File: src/rtl/qc_pkg.sv
// ---------------------------------------------------------------------------
// qc_pkg
// Shared widths, instruction layout and dispatcher state encoding for the
// quantum-control instruction dispatch path.
//
// Contents:
//   calc* functions  - derive field widths from the system parameters
//   QW, FID_W, ...   - widths for the default 64 FPGA x 64 qubit system
//   instr_t          - packed view of one issued instruction word
//   disp_state_e     - dispatcher FSM states
// ---------------------------------------------------------------------------
package qc_pkg;

    // Width of a global qubit number
    function automatic int calcQw(input int numFpga, input int numQubitPerFpga);
        return $clog2(numFpga * numQubitPerFpga);
    endfunction

    // Width of the full instruction word: three qubit fields, 18-bit
    // immediate and 4-bit opcode
    function automatic int calcInstrW(input int qw);
        return 3 * qw + 22;
    endfunction

    // Number of link beats needed to carry one instruction word
    function automatic int calcBeats(input int instrW, input int linkW);
        return (instrW + linkW - 1) / linkW;
    endfunction

    localparam int NUM_FPGA_DEF   = 64;
    localparam int NUM_QUBIT_DEF  = 64;
    localparam int NUM_INSTRS_DEF = 100;
    localparam int LINK_W_DEF     = 16;

    localparam int QW      = calcQw(NUM_FPGA_DEF, NUM_QUBIT_DEF);
    localparam int FID_W   = $clog2(NUM_FPGA_DEF);
    localparam int IDX_W   = $clog2(NUM_INSTRS_DEF);
    localparam int INSTR_W = calcInstrW(QW);
    localparam int NBEATS  = calcBeats(INSTR_W, LINK_W_DEF);

    // The destination FPGA is the top FID_W bits of qa
    typedef struct packed {
        logic [QW-1:0] qa;
        logic [QW-1:0] qb;
        logic [QW-1:0] qc;
        logic [17:0]   imm;
        logic [3:0]    opcode;
    } instr_t;

    typedef enum logic [1:0] {
        ST_IDLE     = 2'd0,
        ST_SEND     = 2'd1,
        ST_WAIT_ACK = 2'd2,
        ST_RETIRE   = 2'd3
    } disp_state_e;

endpackage

File: src/rtl/qc_sync_fifo.sv
// ---------------------------------------------------------------------------
// qc_sync_fifo
// Single-clock FIFO buffering issued {index, instruction} entries between
// the scheduler handshake and the dispatcher FSM.
//
// Ports:
//   clk, rst     - clock and synchronous active-high reset
//   push_i       - write push_data_i this cycle
//   push_data_i  - entry to store
//   pop_i        - discard the head entry this cycle
//   pop_data_o   - current head entry (valid while empty_o is low)
//   full_o       - all DEPTH slots occupied
//   empty_o      - no entry stored
//
// DEPTH must be a power of two so the pointers wrap by plain overflow.
// ---------------------------------------------------------------------------
module qc_sync_fifo #(
    parameter int WIDTH = 65,
    parameter int DEPTH = 4
) (
    input  logic             clk,
    input  logic             rst,
    input  logic             push_i,
    input  logic [WIDTH-1:0] push_data_i,
    input  logic             pop_i,
    output logic [WIDTH-1:0] pop_data_o,
    output logic             full_o,
    output logic             empty_o
);

    localparam int PTR_W = (DEPTH > 1) ? $clog2(DEPTH) : 1;
    localparam int CNT_W = $clog2(DEPTH + 1);

    logic [WIDTH-1:0] mem_q [DEPTH];
    logic [PTR_W-1:0] wrPtr_q;
    logic [PTR_W-1:0] rdPtr_q;
    logic [CNT_W-1:0] count_q;
    logic             doPush;
    logic             doPop;

    assign full_o     = (count_q == CNT_W'(DEPTH));
    assign empty_o    = (count_q == '0);
    assign doPop      = pop_i && !empty_o;
    // A simultaneous pop frees the head slot, so a push is allowed when full
    assign doPush     = push_i && (!full_o || doPop);
    assign pop_data_o = mem_q[rdPtr_q];

    // Storage array needs no reset; the count alone decides what is valid
    always_ff @(posedge clk) begin
        if (doPush) begin
            mem_q[wrPtr_q] <= push_data_i;
        end
    end

    // Pointers wrap naturally at DEPTH; the count tracks occupancy so full
    // and empty never need pointer comparisons
    always_ff @(posedge clk) begin
        if (rst) begin
            wrPtr_q <= '0;
            rdPtr_q <= '0;
            count_q <= '0;
        end else begin
            if (doPush) begin
                wrPtr_q <= wrPtr_q + 1'b1;
            end
            if (doPop) begin
                rdPtr_q <= rdPtr_q + 1'b1;
            end
            case ({doPush, doPop})
                2'b10:   count_q <= count_q + 1'b1;
                2'b01:   count_q <= count_q - 1'b1;
                default: count_q <= count_q;
            endcase
        end
    end

endmodule

File: src/rtl/qc_instr_dispatcher.sv
// ---------------------------------------------------------------------------
// qc_instr_dispatcher
// Retiring end of the scheduler issue interface. Buffers issued instructions,
// sends each one LSB-first in LINK_W-bit beats to the FPGA selected by the
// top bits of qubit A, waits for that FPGA's acknowledge (or a timeout) and
// reports a one-cycle completion carrying the instruction-register index.
//
// Ports:
//   clk, rst                - clock and synchronous active-high reset
//   iss_valid/iss_ready     - issue handshake from the scheduler
//   iss_instr, iss_index    - issued word and its instruction-register index
//   lnk_valid/lnk_ready     - beat handshake towards the control FPGAs
//   lnk_fpga, lnk_data      - destination FPGA and beat payload
//   lnk_last                - marks the final beat of an instruction
//   lnk_ack                 - acknowledge pulse from the destination FPGA
//   done_valid              - one-cycle completion pulse
//   done_index, done_err    - retired index and timeout flag
//   busy                    - work buffered or in flight
// ---------------------------------------------------------------------------
module qc_instr_dispatcher
    import qc_pkg::*;
#(
    parameter int NUM_FPGA           = 64,
    parameter int NUM_QUBIT_PER_FPGA = 64,
    parameter int NUM_INSTRS         = 100,
    parameter int FIFO_DEPTH         = 4,
    parameter int LINK_W             = 16,
    parameter int ACK_TIMEOUT        = 1024,
    localparam int DEST_W  = $clog2(NUM_FPGA),
    localparam int QUBIT_W = calcQw(NUM_FPGA, NUM_QUBIT_PER_FPGA),
    localparam int INDEX_W = $clog2(NUM_INSTRS),
    localparam int WORD_W  = calcInstrW(QUBIT_W)
) (
    input  logic               clk,
    input  logic               rst,
    input  logic               iss_valid,
    output logic               iss_ready,
    input  logic [WORD_W-1:0]  iss_instr,
    input  logic [INDEX_W-1:0] iss_index,
    output logic               lnk_valid,
    input  logic               lnk_ready,
    output logic [DEST_W-1:0]  lnk_fpga,
    output logic [LINK_W-1:0]  lnk_data,
    output logic               lnk_last,
    input  logic               lnk_ack,
    output logic               done_valid,
    output logic [INDEX_W-1:0] done_index,
    output logic               done_err,
    output logic               busy
);

    localparam int BEATS  = calcBeats(WORD_W, LINK_W);
    localparam int PAD_W  = BEATS * LINK_W;
    localparam int BEAT_W = (BEATS > 1) ? $clog2(BEATS) : 1;
    localparam int TMO_W  = $clog2(ACK_TIMEOUT + 1);
    localparam int FIFO_W = INDEX_W + WORD_W;

    logic               fifoPush;
    logic               fifoPop;
    logic               fifoFull;
    logic               fifoEmpty;
    logic [FIFO_W-1:0]  fifoRdData;
    logic [INDEX_W-1:0] popIndex;
    logic [WORD_W-1:0]  popWord;
    logic [PAD_W-1:0]   popPadded;
    logic [DEST_W-1:0]  popDest;

    disp_state_e        state_q;
    logic [PAD_W-1:0]   shift_q;
    logic [INDEX_W-1:0] index_q;
    logic [BEAT_W-1:0]  beat_q;
    logic [TMO_W-1:0]   tmo_q;
    logic               lnkValid_q;
    logic [DEST_W-1:0]  lnkFpga_q;
    logic [LINK_W-1:0]  lnkData_q;
    logic               lnkLast_q;
    logic               doneValid_q;
    logic [INDEX_W-1:0] doneIndex_q;
    logic               doneErr_q;

    // Ready depends only on registered FIFO occupancy, and is held low while
    // reset is asserted so nothing is accepted into a FIFO being cleared
    assign iss_ready = !rst && !fifoFull;
    assign fifoPush  = iss_valid && iss_ready;
    assign fifoPop   = (state_q == ST_IDLE) && !fifoEmpty;

    qc_sync_fifo #(
        .WIDTH (FIFO_W),
        .DEPTH (FIFO_DEPTH)
    ) u_fifo (
        .clk         (clk),
        .rst         (rst),
        .push_i      (fifoPush),
        .push_data_i ({iss_index, iss_instr}),
        .pop_i       (fifoPop),
        .pop_data_o  (fifoRdData),
        .full_o      (fifoFull),
        .empty_o     (fifoEmpty)
    );

    // Head-of-FIFO decode: the word is zero-extended to a whole number of
    // beats and the destination is the top DEST_W bits of qubit A
    assign {popIndex, popWord} = fifoRdData;
    assign popPadded           = PAD_W'(popWord);
    assign popDest             = popWord[WORD_W-1 -: DEST_W];

    // Dispatcher FSM. All link and completion outputs are registered here.
    // The holding register shifts right one beat per accepted beat, so the
    // next payload is always in its low LINK_W bits; the offered beat sits
    // in lnkData_q untouched until lnk_ready takes it.
    always_ff @(posedge clk) begin
        if (rst) begin
            state_q     <= ST_IDLE;
            shift_q     <= '0;
            index_q     <= '0;
            beat_q      <= '0;
            tmo_q       <= '0;
            lnkValid_q  <= 1'b0;
            lnkFpga_q   <= '0;
            lnkData_q   <= '0;
            lnkLast_q   <= 1'b0;
            doneValid_q <= 1'b0;
            doneIndex_q <= '0;
            doneErr_q   <= 1'b0;
        end else begin
            case (state_q)
                ST_IDLE: begin
                    if (!fifoEmpty) begin
                        state_q    <= ST_SEND;
                        index_q    <= popIndex;
                        beat_q     <= '0;
                        shift_q    <= popPadded >> LINK_W;
                        lnkValid_q <= 1'b1;
                        lnkFpga_q  <= popDest;
                        lnkData_q  <= popPadded[LINK_W-1:0];
                        lnkLast_q  <= (BEATS == 1);
                    end
                end
                ST_SEND: begin
                    if (lnk_ready) begin
                        if (beat_q == BEAT_W'(BEATS - 1)) begin
                            state_q    <= ST_WAIT_ACK;
                            tmo_q      <= '0;
                            lnkValid_q <= 1'b0;
                            lnkFpga_q  <= '0;
                            lnkData_q  <= '0;
                            lnkLast_q  <= 1'b0;
                        end else begin
                            beat_q    <= beat_q + 1'b1;
                            lnkData_q <= shift_q[LINK_W-1:0];
                            shift_q   <= shift_q >> LINK_W;
                            lnkLast_q <= (beat_q == BEAT_W'(BEATS - 2));
                        end
                    end
                end
                ST_WAIT_ACK: begin
                    // Ack is tested first so it wins over a same-cycle timeout
                    if (lnk_ack) begin
                        state_q     <= ST_RETIRE;
                        doneValid_q <= 1'b1;
                        doneIndex_q <= index_q;
                        doneErr_q   <= 1'b0;
                    end else if (tmo_q == TMO_W'(ACK_TIMEOUT - 1)) begin
                        state_q     <= ST_RETIRE;
                        doneValid_q <= 1'b1;
                        doneIndex_q <= index_q;
                        doneErr_q   <= 1'b1;
                    end else begin
                        tmo_q <= tmo_q + 1'b1;
                    end
                end
                ST_RETIRE: begin
                    state_q     <= ST_IDLE;
                    doneValid_q <= 1'b0;
                    doneIndex_q <= '0;
                    doneErr_q   <= 1'b0;
                end
                default: begin
                    state_q <= ST_IDLE;
                end
            endcase
        end
    end

    assign lnk_valid  = lnkValid_q;
    assign lnk_fpga   = lnkFpga_q;
    assign lnk_data   = lnkData_q;
    assign lnk_last   = lnkLast_q;
    assign done_valid = doneValid_q;
    assign done_index = doneIndex_q;
    assign done_err   = doneErr_q;
    assign busy       = !fifoEmpty || (state_q != ST_IDLE);

endmodule
File: config.mk
export PLATFORM = sky130hd
export DESIGN_NAME = qc_instr_dispatcher
export DESIGN_NICKNAME = d
export VERILOG_FILES = /design/src/rtl/qc_pkg.sv /design/src/rtl/qc_sync_fifo.sv /design/src/rtl/qc_instr_dispatcher.sv
export SDC_FILE = /design/constraint.sdc
export NUM_CORES = 1
export LEC_CHECK = 0
export ABC_AREA = 1
export CORE_MARGIN = 1
export CORE_UTILIZATION = 35
export DETAILED_ROUTE_END_ITERATION = 7
export PLACE_DENSITY = 0.53
export SYNTH_ARGS = -nofsm -noshare
export SYNTH_HDL_FRONTEND = slang
export SYNTH_SLANG_ARGS = --single-unit
export TNS_END_PERCENT = 5
File: constraint.sdc
create_clock -name clk -period 5.6 [get_ports clk]
set_input_delay 1.12 -clock clk [delete_from_list [all_inputs] [get_ports clk]]
set_output_delay 1.12 -clock clk [all_outputs]
set_load 0.05 [all_outputs]
## Word level (Yosys, flattened, before mapping)

Memories as Yosys holds them, arrays and structs flattened. A register that Yosys moved wholly into a read port is not among the register bits.
Index checks and enable logic that the tools add are counted.

- Add/subtract/negate cells: 6
- Equality and inequality tests: 16
- Muxes and demuxes: 48
- Bitwise gates (word level): 1
- Reduce and logical (&&, ||, !) cells: 24

Operators by type and width:

| cell | count |
|---|---|
| 2-to-1 mux 64 bit | 3 |
| case mux 64 bit (2 select lines) | 1 |
| 2-to-1 mux 16 bit | 3 |
| 2-to-1 mux 11 bit | 4 |
| case mux 16 bit (2 select lines) | 1 |
| case mux 11 bit (2 select lines) | 1 |
| 2-to-1 mux 2 bit | 10 |
| 2-to-1 mux 6 bit | 3 |
| 2-to-1 mux 7 bit | 2 |
| case mux 7 bit (2 select lines) | 1 |
| != test 2 bit (second input constant) | 6 |
| case mux 6 bit (2 select lines) | 1 |
| AND reduction 4 bit | 3 |
| adder 11 x 1 -> 11 bit (second input constant) | 1 |
| == test 11 x 10 -> 1 bit (second input constant) | 1 |
| 2-to-1 mux 1 bit | 11 |
| == test 2 bit (second input constant) | 5 |
| nonzero test 2 bit | 5 |
| case mux 1 bit (2 select lines) | 4 |
| case mux 2 bit (4 select lines) | 1 |
| adder 2 x 1 -> 2 bit (second input constant) | 3 |
| case mux 3 bit (2 select lines) | 1 |
| logical AND 1 bit | 5 |
| AND reduction 5 bit | 1 |
| 13 further kinds | 18 |

- Register bits after elaboration: 126
- Memory bits (writable): 260
- Input bits: 70
- Logic and storage cells: 111
- Memories: 1

Memories:

| memory | depth | width | read ports | clocked after Yosys merged registers in | write ports | line | RTL |
|---|---|---|---|---|---|---|---|
| u_fifo.mem_q | 4 | 65 | 1 | 1 | 1 | qc_sync_fifo.sv:34 | `logic [WIDTH-1:0] mem_q [DEPTH];` |

## Longest topological paths before layout

- Depth in word-level cells: 8
- Gate-level depth with buffers: 14
- Gate-level depth less buffers: 12

## Modules after synthesis

A second synthesis with hierarchy kept.

- Cells, all modules: 1,322
- Area total of the unflattened synthesis: 14,784.2 µm²

Modules (own cells, without submodules):

| module | instances | cells each | area each (µm²) | sequential area each (µm²) |
|---|---|---|---|---|
| qc_sync_fifo | 1 | 703 | 10,453.8 | 7,987.7 |
| qc_instr_dispatcher | 1 | 619 | 4,330.4 | 1,941.9 |

## Worst setup path before layout

Ideal clock, no wire load.

- Path kind: input-to-reg
- Start: in rst
- End: mem u_fifo.mem_q[0][0], enable pin
- Library setup time: 0.488 ns
- Arrival time: 5.343 ns
- Data required time: 5.112 ns
- Setup slack: -0.231 ns
- Stages: 4
- Path buffers: 1
- Cell sequence: clkbuf_1 a31oi_1 nand2_1 nor2_1

- Word-level cells in the longest chain between the ends: 6

RTL lines:

| what | line | RTL |
|---|---|---|
| start: declaration | qc_instr_dispatcher.sv:35 | `input logic rst,` |
| zero test 1 bit | qc_instr_dispatcher.sv:83 | `assign iss_ready = !rst && !fifoFull;` |
| logical AND 1 bit | qc_instr_dispatcher.sv:83 |  |
| net iss_ready | qc_instr_dispatcher.sv:37 | `output logic iss_ready,` |
| logical AND 1 bit | qc_instr_dispatcher.sv:84 | `assign fifoPush = iss_valid && iss_ready;` |
| logical AND 1 bit | qc_sync_fifo.sv:45 | `assign doPush = push_i && (!full_o \|\| doPop);` |
| 2-to-1 mux 1 bit | qc_sync_fifo.sv:50 | `if (doPush) begin` |
| 2-to-1 mux 1 bit (not written as such) | qc_sync_fifo.sv:51 | `mem_q[wrPtr_q] <= push_data_i;` |
| end: declaration | qc_sync_fifo.sv:34 |  |

The timed path passes the listed nets, and every way through them passes these cells.

## Worst setup path in the final report

- Start: in rst
- End: out iss_ready

- Word-level cells in the longest chain between the ends: 2

RTL lines:

| what | line |
|---|---|
| zero test 1 bit | qc_instr_dispatcher.sv:83 |
| logical AND 1 bit | qc_instr_dispatcher.sv:83 |
| end: declaration | qc_instr_dispatcher.sv:37 |

No other way between the ends.

==> impl_metrics.tcl <==
set metrics [dict create \
    syn_nets 1471 \
    maxCapViolCount 0 \
    vias 9891 \
    yosys_warnings 0 \
    layout-drive-gt1-share_pct 5.73 \
    tightest_slew_ps 1060 \
    antenna_left 0 \
    status "complete, but fails checks" \
    grt_pass1_vias 9481 \
    numCtsBuffers 40 \
    post-route-period-util_pct 68.0 \
    yosysSeqAreaShare_pct 68.1 \
    clkTransAtPathRegs_ps 60 \
    grt_pass1_wl_um 54300 \
    synth.distinct_cells 27 \
    fmax_mhz 263 \
    synth_edf_count 260 \
    crit_arrival_ps 2690 \
    path_class "primary input to output port" \
    setup_tns_ps 0 \
    core_um2 41000 \
    reg2reg_slack_ps 2220 \
    async_reset_ff_share_pct 0 \
    finalWeightedCongestion 0.768 \
    dp_hpwl_um 20600 \
    ys_seq_elements 366 \
    p_leak_nw 6.27 \
    slew_headroom_pct 29.0 \
    die_x_um 206 \
    synth_top_area_share_pct 53.5 \
    final_nets 1556 \
    num_io_pins 105 \
    grt_overflow 0 \
    r2r_cells 13 \
    r2r_end "tmo_q[9]$_SDFFE_PP0P_" \
    syn2layout_area_growth_pct 18.8 \
    power_density_nw_per_um2 506 \
    slew_viol_final 0 \
    cts_resized 0 \
    worstPathMaxFanout 44 \
    num-fill-cells 3876 \
    grt_setup_unrepaired "false" \
    whs_ps 466 \
    wire_per_inst_um 17.1 \
    synthCells 1387 \
    min_path_cells 2 \
    synth_most_common_cell "edfxtp_1" \
    cp_data_required_time_ps 4480 \
    hold_start "u_fifo.rdPtr_q[1]$_SDFFE_PP0P_" \
    firstDrtPassIters 7 \
    root_buffer "clkbuf_16" \
    violations "design-rule violations" \
    grt_max_degree 89 \
    drt_iter0_drc 666 \
    num_rows 74 \
    insertion_delay_ps 550 \
    routed_wl_um 34800 \
    clockBufferDepth 3 \
    worstHoldPathType "flip-flop to flip-flop" \
    post-synth-top-area-cell "edfxtp_1" \
    finish.instance_area_um2 17300 \
    utilization_pct 42.2 \
    vias_per_cell 4.87 \
    synth_area_um2 14600 \
    cts_tree "done" \
    drc 10 \
    synthTopCellsByArea "edfxtp_1 54%, dfxtp_1 15%, nor2_1 5.8%" \
    endpoint_kind "output port" \
    postCtsSetupRepairBufs 0 \
    initial_core_util_pct 35.6 \
    ys.flop_type "edfxtp_1" \
    dieArea_um2 42500 \
    skew_ps 19.1 \
    yosys-top-cells-count "260 x edfxtp_1, 226 x nor2_1, 221 x nand2_1" \
    placed_area_um2 16100 \
    hold_viol_final 0 \
    antenna_found_initial 0 \
    regToRegStartpoint "state_q[1]$_SDFFE_PP0P_" \
    peakVddDrop_mv 0.239 \
    die_y_um 206 \
    grtUsageTotal_pct 16.7 \
    cts_hold_buf 0 \
    period_needed_ps 3810 \
    portBuffers 104 \
    avgSynthCellArea_um2 10.5 \
    critPathLaunchType "primary input" \
    cts_max_level 2 \
    multi_input_area_um2 3990 \
    numClockSinks 366 \
    finalSetupViolCount 0 \
    seq_area_um2 9930 \
    n_antenna_cell 0 \
]
==> final cells by class <==
class	count	area share, %
flip-flops and latches	366	57.3
multi-input cells	846	23.0
repair buffers	120	6.67
clock buffers	58	6.59
well taps	532	3.84
inverters	98	2.13
clock inverters	13	0.404
==> metal layers <==
layer	part of all wire, %	wire, um	vias up	GRT usage, %
li1	-	-	4918	-
met1	46	16000	4740	22.6
met2	48	16600	185	27.4
met3	4.5	1550	48	2.95
met4	1.8	619	0	4.83
met5	0	0	-	0
==> worst max path at each step <==
stage               from                             to
floorplan            rst   u_fifo.mem_q[0][0]$_DFFE_PP_
global placement     rst                      iss_ready
detailed placement   rst  u_fifo.mem_q[2][44]$_DFFE_PP_
CTS                  rst                      iss_ready
global route         rst                      iss_ready
finish               rst                      iss_ready
==> logic make-up (layout without fill, tap and decap cells) <==
family          after synthesis  after routing  share of synthesized area, %
simple gates                539            539                          14.9
flops                       366            366                          68.1
compound gates              293            293                          11.0
buf+inv                     175            289                          4.80
fa+ha+maj                    14             14                          1.25
==> layout by cell type (no fill, tap or decap), types with 12 or more instances in the layout <==
master           count
o211ai_1            16
o21a_1              26
clkbuf_1            13
inv_1               91
o21ai_1             12
buf_4               16
dfxtp_1            104
edfxtp_1           260
o22ai_1             21
nor2_1             222
clkdlybuf4s50_1    103
o21ai_0            151
nand2_1            221
a21oi_1             58
ha_1                13
nand3_1             72
clkbuf_16           42
==> sequential cells by signal, summed over array words and instances, names as in the netlist, named ones only <==
signal          flops
lnk_data           16
u_fifo.wrPtr_q      2
beat_q              2
shift_q            42
done_valid          1
u_fifo.rdPtr_q      2
u_fifo.mem_q      260
index_q             7
lnk_fpga            6
state_q             2
done_index          7
lnk_valid           1
lnk_last            1
u_fifo.count_q      3
done_err            1
tmo_q              11
==> metrics by stage <==
step | power, mW | setup WS (ps) | cells
floorplan | 5.54 | -231 | 1387
global placement | 6.38 | 1830 | 1962
detailed placement | 6.41 | 1780 | 1962
CTS | 8.88 | 1810 | 2033
global route | 9.36 | 1690 | 2033
finish | 8.76 | 1790 | 2033
==> power by group <==
group          internal [mW]  switching (mW)  leakage (nW)
Sequential              3.22           0.189          3.23
Clock                   1.41            1.03         0.588
Combinational          0.891            2.01          2.45
==> worst max-delay path, stage by stage <==
cell             delay [ps]
buf_2                   360
a31oi_1                 340
clkdlybuf4s50_1         850
Note: power is estimated with default switching activity, not from simulation.
